**src/rtl/rs_input_conditioner_if.sv**
```systemverilog
// Signal bundle between the pushbutton front end and the RS latch driver.
// The master side drives the raw buttons and observes the conditioned
// outputs; the slave side is the conditioner itself.
interface rs_input_conditioner_if;
    logic set_raw;
    logic reset_raw;
    logic s_out;
    logic r_out;
    logic busy;
    logic conflict;
    logic shadow_q;

    modport master (
        output set_raw,
        output reset_raw,
        input  s_out,
        input  r_out,
        input  busy,
        input  conflict,
        input  shadow_q
    );

    modport slave (
        input  set_raw,
        input  reset_raw,
        output s_out,
        output r_out,
        output busy,
        output conflict,
        output shadow_q
    );
endinterface

```
**src/rtl/rs_input_conditioner.sv**
```systemverilog
// rs_input_conditioner: turns two bouncy asynchronous pushbuttons into clean,
// mutually exclusive, fixed-width r/s pulses for a downstream RS latch, and
// keeps a shadow copy of the q value the latch should hold.
// Optional feature macro: RSCOND_INIT_PULSE_EN -- when defined, reset parks the
// FSM in DRIVE_R so the latch is forced to q=0 during and just after reset.
module rs_input_conditioner #(
    parameter int DEBOUNCE_CYCLES = 4,
    parameter int CNT_W           = 4,
    parameter int PULSE_CYCLES    = 2
) (
    input logic                   clk,
    input logic                   rst,
    rs_input_conditioner_if.slave bus
);

    // Channel index 0 is the set button, index 1 the reset button.
    localparam int CH_S = 0;
    localparam int CH_R = 1;

    typedef enum logic [1:0] {
        IDLE    = 2'd0,
        DRIVE_S = 2'd1,
        DRIVE_R = 2'd2,
        GAP     = 2'd3
    } state_t;

`ifdef RSCOND_INIT_PULSE_EN
    localparam state_t RESET_STATE = DRIVE_R;
    localparam logic   RESET_DRIVE = 1'b1;
`else
    localparam state_t RESET_STATE = IDLE;
    localparam logic   RESET_DRIVE = 1'b0;
`endif

    localparam logic [CNT_W-1:0] DB_LIMIT   = CNT_W'(DEBOUNCE_CYCLES);
    localparam logic [3:0]       PULSE_LAST = 4'(PULSE_CYCLES - 1);

    logic [1:0]       raw;
    logic [1:0]       sync1_q, sync1_d;
    logic [1:0]       sync2_q, sync2_d;
    logic [1:0]       db_q, db_d;
    logic [1:0]       db_prev_q, db_prev_d;
    logic [1:0]       req_q, req_d;
    logic [1:0]       req_clr;
    logic [1:0]       rise;
    logic [CNT_W-1:0] cnt_q [2];
    logic [CNT_W-1:0] cnt_d [2];
    state_t           state_q, state_d;
    logic [3:0]       pulse_cnt_q, pulse_cnt_d;
    logic             s_out_q, s_out_d;
    logic             r_out_q, r_out_d;
    logic             busy_q, busy_d;
    logic             conflict_q, conflict_d;
    logic             shadow_q, shadow_d;

    assign raw  = {bus.reset_raw, bus.set_raw};
    assign rise = db_q & ~db_prev_q;

    // Synchronize both buttons and debounce: the level only flips after it has disagreed with db for DEBOUNCE_CYCLES straight cycles.
    always_comb begin
        sync1_d   = raw;
        sync2_d   = sync1_q;
        db_prev_d = db_q;
        db_d      = db_q;
        for (int c = 0; c < 2; c++) begin
            cnt_d[c] = '0;
            if (sync2_q[c] != db_q[c]) begin
                if (cnt_q[c] + CNT_W'(1) == DB_LIMIT) begin
                    db_d[c] = ~db_q[c];
                end else begin
                    cnt_d[c] = cnt_q[c] + CNT_W'(1);
                end
            end
        end
    end

    // Command FSM: accept one pending request in IDLE (reset wins ties), drive it for PULSE_CYCLES, then force a one-cycle gap.
    always_comb begin
        state_d     = state_q;
        pulse_cnt_d = pulse_cnt_q;
        req_clr     = 2'b00;
        conflict_d  = 1'b0;
        shadow_d    = shadow_q;
        case (state_q)
            IDLE: begin
                if (req_q[CH_R]) begin
                    state_d       = DRIVE_R;
                    pulse_cnt_d   = 4'd0;
                    req_clr[CH_R] = 1'b1;
                    shadow_d      = 1'b0;
                    if (req_q[CH_S]) begin
                        req_clr[CH_S] = 1'b1;
                        conflict_d    = 1'b1;
                    end
                end else if (req_q[CH_S]) begin
                    state_d       = DRIVE_S;
                    pulse_cnt_d   = 4'd0;
                    req_clr[CH_S] = 1'b1;
                    shadow_d      = 1'b1;
                end
            end
            DRIVE_S, DRIVE_R: begin
                if (pulse_cnt_q == PULSE_LAST) begin
                    state_d = GAP;
                end else begin
                    pulse_cnt_d = pulse_cnt_q + 4'd1;
                end
            end
            GAP: begin
                state_d = IDLE;
            end
            default: begin
                state_d = IDLE;
            end
        endcase
        req_d   = (req_q & ~req_clr) | rise;
        s_out_d = (state_d == DRIVE_S);
        r_out_d = (state_d == DRIVE_R);
        busy_d  = (state_d != IDLE);
    end

    // All state and every output is a flop; synchronous reset returns the block to its reset values.
    always_ff @(posedge clk) begin
        if (rst) begin
            sync1_q     <= 2'b00;
            sync2_q     <= 2'b00;
            db_q        <= 2'b00;
            db_prev_q   <= 2'b00;
            req_q       <= 2'b00;
            cnt_q[0]    <= '0;
            cnt_q[1]    <= '0;
            state_q     <= RESET_STATE;
            pulse_cnt_q <= 4'd0;
            s_out_q     <= 1'b0;
            r_out_q     <= RESET_DRIVE;
            busy_q      <= RESET_DRIVE;
            conflict_q  <= 1'b0;
            shadow_q    <= 1'b0;
        end else begin
            sync1_q     <= sync1_d;
            sync2_q     <= sync2_d;
            db_q        <= db_d;
            db_prev_q   <= db_prev_d;
            req_q       <= req_d;
            cnt_q[0]    <= cnt_d[0];
            cnt_q[1]    <= cnt_d[1];
            state_q     <= state_d;
            pulse_cnt_q <= pulse_cnt_d;
            s_out_q     <= s_out_d;
            r_out_q     <= r_out_d;
            busy_q      <= busy_d;
            conflict_q  <= conflict_d;
            shadow_q    <= shadow_d;
        end
    end

    assign bus.s_out    = s_out_q;
    assign bus.r_out    = r_out_q;
    assign bus.busy     = busy_q;
    assign bus.conflict = conflict_q;
    assign bus.shadow_q = shadow_q;

endmodule

```
**src/flat_wrapper.sv**
```systemverilog
// flat-port wrapper written by rule: the top's interface ports become plain ports
module rs_input_conditioner_flat 
#(
    parameter int DEBOUNCE_CYCLES = 4,
    parameter int CNT_W           = 4,
    parameter int PULSE_CYCLES    = 2
)
  (clk, rst, bus_set_raw, bus_reset_raw, bus_s_out, bus_r_out, bus_busy, bus_conflict, bus_shadow_q);
  rs_input_conditioner_if bus_i ();
  input logic clk;
  input logic rst;
  input wire logic [$bits(bus_i.set_raw)-1:0] bus_set_raw;
  input wire logic [$bits(bus_i.reset_raw)-1:0] bus_reset_raw;
  output wire logic [$bits(bus_i.s_out)-1:0] bus_s_out;
  output wire logic [$bits(bus_i.r_out)-1:0] bus_r_out;
  output wire logic [$bits(bus_i.busy)-1:0] bus_busy;
  output wire logic [$bits(bus_i.conflict)-1:0] bus_conflict;
  output wire logic [$bits(bus_i.shadow_q)-1:0] bus_shadow_q;
  assign bus_i.set_raw = bus_set_raw;
  assign bus_i.reset_raw = bus_reset_raw;
  assign bus_s_out = bus_i.s_out;
  assign bus_r_out = bus_i.r_out;
  assign bus_busy = bus_i.busy;
  assign bus_conflict = bus_i.conflict;
  assign bus_shadow_q = bus_i.shadow_q;
  rs_input_conditioner #(.DEBOUNCE_CYCLES(DEBOUNCE_CYCLES), .CNT_W(CNT_W), .PULSE_CYCLES(PULSE_CYCLES)) u_core (.clk(clk), .rst(rst), .bus(bus_i));
endmodule
```
**config.mk**
```make
export PLATFORM = sky130hd
export DESIGN_NAME = rs_input_conditioner_flat
export DESIGN_NICKNAME = d
export VERILOG_FILES = /design/src/rtl/rs_input_conditioner_if.sv /design/src/rtl/rs_input_conditioner.sv /design/src/flat_wrapper.sv
export SDC_FILE = /design/constraint.sdc
export NUM_CORES = 1
export LEC_CHECK = 0
export ABC_AREA = 1
export CAP_MARGIN = 10
export CORE_UTILIZATION = 30
export CTS_BUF_LIST = sky130_fd_sc_hd__clkbuf_8
export DETAILED_ROUTE_END_ITERATION = 8
export PLACE_DENSITY = 0.51
export SYNTH_ARGS = -nofsm -noshare
export SYNTH_HDL_FRONTEND = slang
export SYNTH_SLANG_ARGS = --single-unit
```
**constraint.sdc**
```tcl
create_clock -name clk -period 1.5 [get_ports clk]
set_input_delay 0.225 -clock clk [delete_from_list [all_inputs] [get_ports clk]]
set_output_delay 0.225 -clock clk [all_outputs]
set_load 0.01 [all_outputs]
```
After elaboration in Yosys (flattened, before gate mapping)
Memories as Yosys holds them, arrays and structs flattened. Cells that the tools add are included.

Bitwise gates (word level): 11. Add/sub/neg operators: 3. Muxes and demuxes: 22. Reductions and logical operators: 10. Equal/unequal tests: 12.

Operators by type and width (count): two-way mux 4 bit (9); adder 4 x 1 -> 4 bit (second input constant) (3); == test 4 x 3 -> 1 bit (second input constant) (2); two-way mux 2 bit (4); case mux 4 bit (2 select lines) (1); two-way mux 1 bit (7); == test 2 bit (second input constant) (3); case mux 2 bit (3 select lines) (1); AND reduction 2 bit (3); nonzero test 2 bit (3); AND 2 bit (2); == test 2 x 1 -> 1 bit (second input constant) (2); == test 4 x 1 -> 1 bit (second input constant) (1); inverter 1 bit (4); inverter 2 bit (2); != test 3 x 1 -> 1 bit (second input constant) (1); AND reduction 3 bit (1); OR reduction 3 bit (1); zero test 2 bit (1); != test 1 bit (2); != test 2 bit (second input constant) (1); OR 1 bit (2); OR 2 bit (1); OR reduction 2 bit (1).

Bits in registers: 21. Memory bits (writable): 8. Word-level logic and storage cells: 72. Output and inout bits: 5. Input port bits: 4. Memories kept: 1.

Memories: u_core.cnt_q (words 2, width 4, read ports 2, clocked after memory_dff 0, write ports 2, RTL line rs_input_conditioner.sv:46) `logic [CNT_W-1:0] cnt_q [2];`.

Longest topological paths before layout
Gate-level depths: netlist (run 1).

Depth after elaboration: 5. Gate-level depth with buffers: 8. Depth with buffers taken out: 8.

Worst setup path after synthesis (run 1)
OpenSTA, ideal clock, no wires.

Path type: register to register. From: reg u_core.state_q[0]. To: reg u_core.pulse_cnt_q[3]. Arrival: 1108 ps. Required time: 1390 ps. Path buffers: 0. Clock period less this slack: 1218 ps. Path slack: 282 ps. Stages on the path, launching flop included: 9. Setup time: 110 ps. Cells stage by stage: dfxtp_1 -> inv_1 -> ha_1 -> inv_1 -> nand3_1 -> nand2_1 -> clkinv_1 -> nand2_1 -> nor2_2.

Longest elaborated chain between the ends: 4. Elaborated cells on any way between the ends: 9. Those cells by class: 4 x eq/ne; 1 x mux; 4 x reduce/logical.

Ends and longest elaborated chain: from (decl) (RTL line rs_input_conditioner.sv:48) `state_t state_q, state_d;`; from (signal assigned) (RTL line rs_input_conditioner.sv:147) `state_q <= state_d;`; == test 2 x 1 -> 1 bit or == test 2 bit (tied branches) (RTL line rs_input_conditioner.sv:84) `case (state_q)`; OR reduction 2 bit (RTL line rs_input_conditioner.sv:84); != test 2 bit (no line) or nonzero test 2 bit (tied branches); AND reduction 3 bit (no line); to (signal assigned) (RTL line rs_input_conditioner.sv:148) `pulse_cnt_q <= pulse_cnt_d;`; to (decl) (RTL line rs_input_conditioner.sv:49) `logic [3:0] pulse_cnt_q, pulse_cnt_d;`.

Parallel ways exist; a longest one is shown, timed or not. A chain may end at the register's enable or synchronous reset.

Final worst setup path (run 1)
From: reg u_core.shadow_q (netlist: u_core.bus.shadow_q). To: out bus_shadow_q.

RTL lines: from (decl) (RTL line rs_input_conditioner.sv:54) `logic shadow_q, shadow_d;`; from (signal assigned) (RTL line rs_input_conditioner.sv:153) `shadow_q <= shadow_d;`; to (decl) (RTL line flat_wrapper.sv:18) `output wire logic [$bits(bus_i.shadow_q)-1:0] bus_shadow_q;`.

No word-level cell between the ends.

==> metrics.md, run 1 <==
| Metric | Value |
|---|---|
| Synth async-reset ratio | 0 |
| VDD IR max | 526.9 uV |
| Die ar. | 4489 um^2 |
| PortBufs | 8 |
| Row cnt | 23 |
| Setup_tns | 0 ns |
| Worst hold-check path type | reg2reg |
| Total CTS buffers | 5 |
| Total global-route track usage | 0.1195 |
| Critical Path, Cell by Cell | clkdlybuf4s50_1 |
| Startpoint Class | register |
| # DRC | 0 |
| Synth area leaders | dfxtp_1 (46%), nor2_1 (9.5%), inv_1 (7.4%), nand2_1 (7.1%), ha_1 (6.9%) |
| Resized cells post-CTS | 0 |
| Reg clk slew, reported paths | 0.06 ns |
| Status | finished clean |
| Commonest cells in the netlist | nor2_1 (32), dfxtp_1 (29), inv_1 (25) |
| Global route total overflow | 0 |
| Synth Register Bits | 29 |
| Clk sinks | 29 |
| Hold Path End | u_core.sync2_q[0] |
| Vias in the first global route | 893 |
| Post-synthesis sequential area ratio | 0.4580 |
| Leakage power | 0.6636 nW |
| EDFF count, synth | 0 |
| Crit share post-route | 0.9142 |
| Core Region | 4029 um^2 |
| Setup Crit Path Kind | reg2out |
| Post-Syn Area | 1267 um^2 |
| # Post-CTS Setup Buffers | 0 |
| Final Util | 0.3705 |
| R2r setup slk | 0.19 ns |
| Cells after synthesis | 160 |
| Final setup violation count | 0 |
| RR Startpoint | u_core.state_q[0] |
| Initial antenna violation count | 0 |
| Worst skew pair latency | 0.28 ns |
| Height of the die | 67 um |
| Layout cell share with drive strength beyond 1 | 0.1591 |
| CP peak stage delay | 0.54 ns |
| Met3 WL post-DR | 104 um |
| Final wirelength | 2236 um |
| Arrival time of the worst setup path | 1.15 ns |
| CP delay by family, top | buffers and inverters |
| Routed met2 length | 997 um |
| Vias | 953 |
| Wirelength per Cell | 9.894 um |
| H-tree Lvls | 2 |
| Post-synth top flop | dfxtp_1 |
| Synth warn | 0 |
| Maximum clock insertion buffer count | 2 |
| Crit-path max FO | 2 |
| First-pass GRT wire length | 3864 um |
| Avg Cell Area, Syn | 7.922 um^2 |
| Fmax | 729.2 MHz |
| RSZ-0062 raised after global routing | no |
| R2R Path End | u_core.pulse_cnt_q[1] |
| Unique masters post-synth | 23 |
| Critical-path top delay cell | clkdlybuf4s50_1 |
| Max Cap Violations | 0 |
| Die X | 67 um |
| Antenna diode count | 0 |
| Hold Violations, Final | 0 |
| Fin nets | 186 |
| CTS tree | yes |
| Slew Limit Fails | 0 |
| Critical Path Stages | 1 |
| Hold Path Depth | 2 |
| Layout area overhead | 17.77% |
| Drt via density | 4.217 |
| Highest Signal Layer | met4 |
| Area leader, netlist | dfxtp_1 |
| Pre-antenna DRT Iters | 4 |
| Clock Tree Root | clkbuf_8 |
| Fin crit period | 1.371 ns |
| Worst Skew | 0.005418 ns |
| Antenna Violating Nets Remaining | 0 |
| Final GP Congestion | 0.6981 |
| Slew HR | 0.8036 |
| Initial Utilization | 0.3146 |
| Number of DRC markers in iteration 0 | 29 |
| Post-DP HPWL | 1667 um |
| Cts-stage hold buffer count | 0 |
| Synth Net Count | 171 |
| Top-count cell post-synth | nor2_1 |
| Hold path startpoint | u_core.sync1_q[0] |
| WP data required | 1.27 ns |
| Power Dens Cells | 945.7 nW/um^2 |
| CP bufs+invs | 1 |
| Top-area cell type share of the netlist area | 0.4580 |
| Crit. End Element | output port |
| Register-to-Register Path Depth | 6 |
| IO Pins | 9 |
| Largest net degree at the start of global routing | 10 |
| Worst Tran Pin Value | 0.2945 ns |
| Metal1 wirelength | 1084 um |
==> final cells by class <==
cell class              count  area, um^2
fillers                   421        2536
flip-flops and latches     29       580.6
multi-input cells         101       566.8
inverters                  28       105.1
repair buffers             10       95.09
clock buffers               5       68.82
well taps                  50       62.56
clock inverters             3       13.76
==> layer usage <==
layer,up-vias,global-route usage
met4,0,0.06383
met5,-,0
met2,16,0.1775
met1,410,0.1432
li1,521,-
met3,6,0.05137
==> power by group <==
group	switching (W)	internal (W)	total, W
clock network	0.000281	0.000313	0.000594
registers	0.00000414	0.000777	0.000781
logic	0.0000194	0.0000169	0.0000363
==> logic make-up after synthesis <==
kind of cell             synth area share
buffers and inverters             0.09476
flip-flops                         0.4580
XOR/XNOR                          0.02765
AO/OA/AOI/OAI                     0.06318
adder cells (fa/ha/maj)           0.06910
AND/OR/NAND/NOR                    0.2873
==> tightest hold or removal path: stages, from the launching register on <==
cell	delay (ns)
dfxtp_1	0.30
inv_1	0.04
nor2_1	0.03
==> cells in the final DEF, fill, tap and decap left out, types with 3 or more instances in the layout <==
cell type         n
xnor2_1           3
nand4_1           3
dfxtp_1          29
clkdlybuf4s50_1   8
inv_1            26
clkbuf_8          5
nor2_2            3
o21ai_1           3
nand2_2           8
nand3_1           5
ha_1              7
nand3_2           3
nand2_1          24
nor2_1           32
==> worst max path at each step <==
stage	start	to	slack, ns
2_1_floorplan	u_core.state_q[0]	u_core.pulse_cnt_q[3]	0.28
3_3_place_gp	u_core.state_q[0]	u_core.pulse_cnt_q[0]	0.19
3_5_place_dp	u_core.state_q[0]	u_core.pulse_cnt_q[1]	0.18
4_1_cts	u_core.bus.shadow_q	bus_shadow_q	0.10
5_1_grt	u_core.state_q[0]	u_core.pulse_cnt_q[1]	0.06
6_report	u_core.bus.shadow_q	bus_shadow_q	0.13
==> sequential cells by signal, indices dropped and copies added (netlist names) <==
register,cells
u_core.db_prev_q,2
u_core.bus.conflict,1
u_core.bus.busy,1
u_core.bus.r_out,1
u_core.bus.s_out,1
u_core.bus.shadow_q,1
u_core.state_q,2
u_core.req_q,2
u_core.sync2_q,2
u_core.cnt_q,8
u_core.sync1_q,2
u_core.db_prev_d,2
u_core.pulse_cnt_q,4
==> through the flow <==
| stage | std cells | worst slack (ns) | hold slack [ns] | total power, W | instance area, um^2 |
|---|---|---|---|---|---|
| 2_1_floorplan | 160 | 0.2820 | 0.3320 | 0.0008206 | 1267 |
| 3_3_place_gp | 218 | 0.1915 | 0.3928 | 0.0008340 | 1410 |
| 3_5_place_dp | 218 | 0.1790 | 0.3988 | 0.0008349 | 1410 |
| 4_1_cts | 226 | 0.1007 | 0.4096 | 0.001441 | 1493 |
| 5_1_grt | 226 | 0.05698 | 0.4132 | 0.001481 | 1493 |
| 6_report | 226 | 0.1287 | 0.4084 | 0.001412 | 1493 |
No activity file was read; power rests on OpenSTA's default activity.
==> inputs of run 2 (changes only) <==
ABC_AREA = unset   (was 1)
CTS_CLUSTER_SIZE = 10   (was unset)
PLACE_DENSITY = 0.52   (was 0.51)
==> metrics.md, run 2 <==
| Metric | Value |
|---|---|
| Area leader, netlist | dfxtp_1 (unchanged) |
| Clock Tree Root | clkbuf_8 (unchanged) |
| Fin crit period | 1.376 ns (was 1.371 ns) |
| Synth warn | 0 (unchanged) |
| IO Pins | 9 (unchanged) |
| Top-count cell post-synth | dfxtp_1 (was nor2_1) |
| Slew Limit Fails | 0 (unchanged) |
| Total global-route track usage | 0.1211 (was 0.1195) |
| Synth Net Count | 136 (was 171) |
| Maximum clock insertion buffer count | 2 (unchanged) |
| Unique masters post-synth | 32 (was 23) |
| Fillers | 384 (was 421) |
| Final WS setup | 0.1244 ns (was 0.1287 ns) |
| Max Cap Violations | 0 (unchanged) |
| Largest net degree at the start of global routing | 13 (was 10) |
| Die X | 64.68 um (was 67 um) |
| EDFF count, synth | 0 (unchanged) |
| Crit share post-route | 0.9171 (was 0.9142) |
| Post-Syn Area | 1179 um^2 (was 1267 um^2) |
| Most common cell after layout, fill and taps aside | dfxtp_1 (was nor2_1) |
| Worst skew pair latency | 0.28 ns (about the same) |
| Critical-path top delay cell | dfxtp_1 (was clkdlybuf4s50_1) |
| Register area | 581.8 um^2 (was 580.6 um^2) |
| Hold Violations, Final | 0 (unchanged) |
| VDD IR max | 534.9 uV (was 526.9 uV) |
| Row cnt | 22 (was 23) |
| Core Region | 3716 um^2 (was 4029 um^2) |
| Placed Instances | 185 (was 218) |
| Synth area leaders | dfxtp_1 (49%), ha_1 (7.4%), nor2_1 (6.4%), a21oi_1 (3.4%), nor2b_1 (3.2%) (was dfxtp_1 (46%), nor2_1 (9.5%), inv_1 (7.4%), nand2_1 (7.1%), ha_1 (6.9%)) |
| Clk sinks | 29 (unchanged) |
| Total power | 0.001637 W (was 0.001412 W) |
| Antenna Violating Nets Remaining | 0 (unchanged) |
| Power Dens Cells | 1124 nW/um^2 (was 945.7 nW/um^2) |
| Cells after synthesis | 125 (was 160) |
| Biggest regs | u_core.cnt_q x8, u_core.pulse_cnt_q x4 (unchanged) |
| WP data required | 1.70 ns (was 1.27 ns) |
| Vias in the first global route | 836 (was 893) |
| Post-synthesis sequential area ratio | 0.4926 (was 0.4580) |
| Layout cell share with drive strength beyond 1 | 0.1528 (was 0.1591) |
| CTS tree | yes (unchanged) |
| Initial antenna violation count | 0 (unchanged) |
| Arrival time of the worst setup path | 1.58 ns (was 1.15 ns) |
| Final wirelength | 2019 um (was 2236 um) |
| Vias | 852 (was 953) |
| Fmax | 727.0 MHz (was 729.2 MHz) |
| Global route total overflow | 0 (unchanged) |
| Total CTS buffers | 5 (unchanged) |
| Final GP Congestion | 0.7370 (was 0.6981) |
| Top-area cell type share of the netlist area | 0.4926 (was 0.4580) |
| Most used cell, CP | nor3b_2 |
| WHS | 0.4349 ns (was 0.4084 ns) |
| Status | finished clean (unchanged) |
| Worst Tran Pin Value | 0.3443 ns (was 0.2945 ns) |
| Synth Register Bits | 29 (unchanged) |
| Height of the die | 64.68 um (was 67 um) |
| Worst slack, placed | 0.08014 ns (was 0.1790 ns) |
| Synth async-reset ratio | 0 (unchanged) |
| Worst Skew | 0.007268 ns (was 0.005418 ns) |
| Critical Path, Cell by Cell | inv_1 > ha_1 > nor3b_2 > o211ai_1 > o31a_1 > nor3b_2 (was clkdlybuf4s50_1) |
| Most frequent cells in the layout | dfxtp_1 (28), nor2_1 (20), inv_1 (10) (was nor2_1 (32), dfxtp_1 (29), inv_1 (26)) |
| Crit-path max FO | 4 (was 2) |
| Wirelength per Cell | 10.52 um (was 9.894 um) |
| Initial Utilization | 0.3172 (was 0.3146) |
| Post-DP HPWL | 1454 um (was 1667 um) |
| Multi-input gate area | 565.5 um^2 (was 566.8 um^2) |
| First-pass GRT wire length | 3643 um (was 3864 um) |
| CP delay by family, top | compound AO/OA/AOI/OAI gates (was buffers and inverters) |
| Avg Cell Area, Syn | 9.429 um^2 (was 7.922 um^2) |
| # DRC | 0 (unchanged) |
| Biggest register | u_core.cnt_q (unchanged) |
| Slew HR | 0.7699 (was 0.8036) |
| Largest register FFs | 8 (unchanged) |
| Pre-antenna DRT Iters | 4 (unchanged) |
| Layout area overhead | 23.57% (was 17.77%) |
| Crit. End Element | register (was output port) |
| Commonest cells in the netlist | dfxtp_1 (29), nor2_1 (20), inv_1 (9) (was nor2_1 (32), dfxtp_1 (29), inv_1 (25)) |
| Die ar. | 4184 um^2 (was 4489 um^2) |
| CP peak stage delay | 0.33 ns (was 0.54 ns) |
| PortBufs | 8 (unchanged) |
| Startpoint Class | register (unchanged) |
| Number of DRC markers in iteration 0 | 41 (was 29) |
| Leakage power | 0.5692 nW (was 0.6636 nW) |
| Setup_tns | 0 ns (unchanged) |
| R2r setup slk | 0.12 ns (was 0.19 ns) |
| Worst hold-check path type | reg2reg (unchanged) |
| Cts-stage hold buffer count | 0 (unchanged) |
| Antenna diode count | 0 (unchanged) |
| CP bufs+invs | 1 (unchanged) |
| Layout Cells excl Fill | 192 (was 226) |
| Final setup violation count | 0 (unchanged) |
| Drt via density | 4.438 (was 4.217) |
| Setup Crit Path Kind | reg2reg (was reg2out) |
| Post-synth top flop | dfxtp_1 (unchanged) |
| RSZ-0062 raised after global routing | no (unchanged) |
| Fin nets | 155 (was 186) |
| Reg clk slew, reported paths | 0.06 ns (about the same) |
| H-tree Lvls | 2 (unchanged) |
-- run 2: cell types whose count changed in the layout (fill, tap and decap cells not counted), sizes merged, moves of 4 or more --
cell	previous run	this run
nor2	36	20
nand2b	0	4
inv	28	11
buf	2	6
a21oi	4	9
nor2b	0	6
nand2	32	2
nor3b	0	4
-- run 2: worst reg2reg max path: stages (launching register included) --
cell      delay (ns)
dfxtp_1         0.33
inv_1           0.05
ha_1            0.18
nor3b_2         0.16
o211ai_1        0.16
o31a_1          0.23
nor3b_2         0.19
-- run 2: cell families (layout without fill, tap and decap cells) --
logic type / Yosys count / in the layout / synth area share
flip-flops: 29 / 29 / 0.4926
multiplexers: 1 / 1 / 0.008493
XOR/XNOR: 6 / 6 / 0.04459
adder cells (fa/ha/maj): 7 / 7 / 0.07431
AO/OA/AOI/OAI: 20 / 20 / 0.1136
buffers and inverters: 12 / 31 / 0.04458
AND/OR/NAND/NOR: 50 / 50 / 0.2219
-- run 2: where the power goes --
part	internal [W]	switching [W]
Clock	0.000356	0.000276
Combinational	0.000105	0.0000976
Sequential	0.000793	0.00000854
Total	0.00125	0.000382
-- run 2: what timing repair did --
| action | CTS | global route |
|---|---|---|
| hold endpoints to repair | 0 | 0 |
| buffers inserted | 0 | 0 |
| gates resized for setup | 0 | 5 |
| setup endpoints to repair | 0 | 2 |
-- run 2: final cells by class --
cell class                 count  area share
sequential                    29      0.3995
timing repair buffer          14     0.08591
multi-input combinational     84      0.3883
clock buffer                   6     0.05670
inverter                      10     0.02577
clock inverter                 1    0.002577
tap                           48     0.04124
-- run 2: per-layer routing --
metal  vias up  wire length (um)  GRT usage
li1        451                 -          -
met1       380               977     0.1330
met2        16               915     0.1868
met3         5                66    0.04225
met4         0                60     0.1000
met5         -                 0          0
-- run 2: per-stage QoR --
step	utilization	instance area [um^2]
2_1_floorplan	-	1179
3_3_place_gp	0.3630	1349
3_5_place_dp	0.3630	1349
4_1_cts	0.3862	1435
5_1_grt	0.3919	1456
6_report	0.3919	1456
-- run 2: worst paths after layout --
path / start / endpoint / cells after the start
hold reg to reg: u_core.sync1_q[0] / u_core.sync2_q[0] / 1
setup / recovery: u_core.pulse_cnt_q[1] / u_core.bus.r_out / 6
setup reg to reg: u_core.pulse_cnt_q[1] / u_core.bus.r_out / 6
hold / removal: u_core.sync1_q[0] / u_core.sync2_q[0] / 1
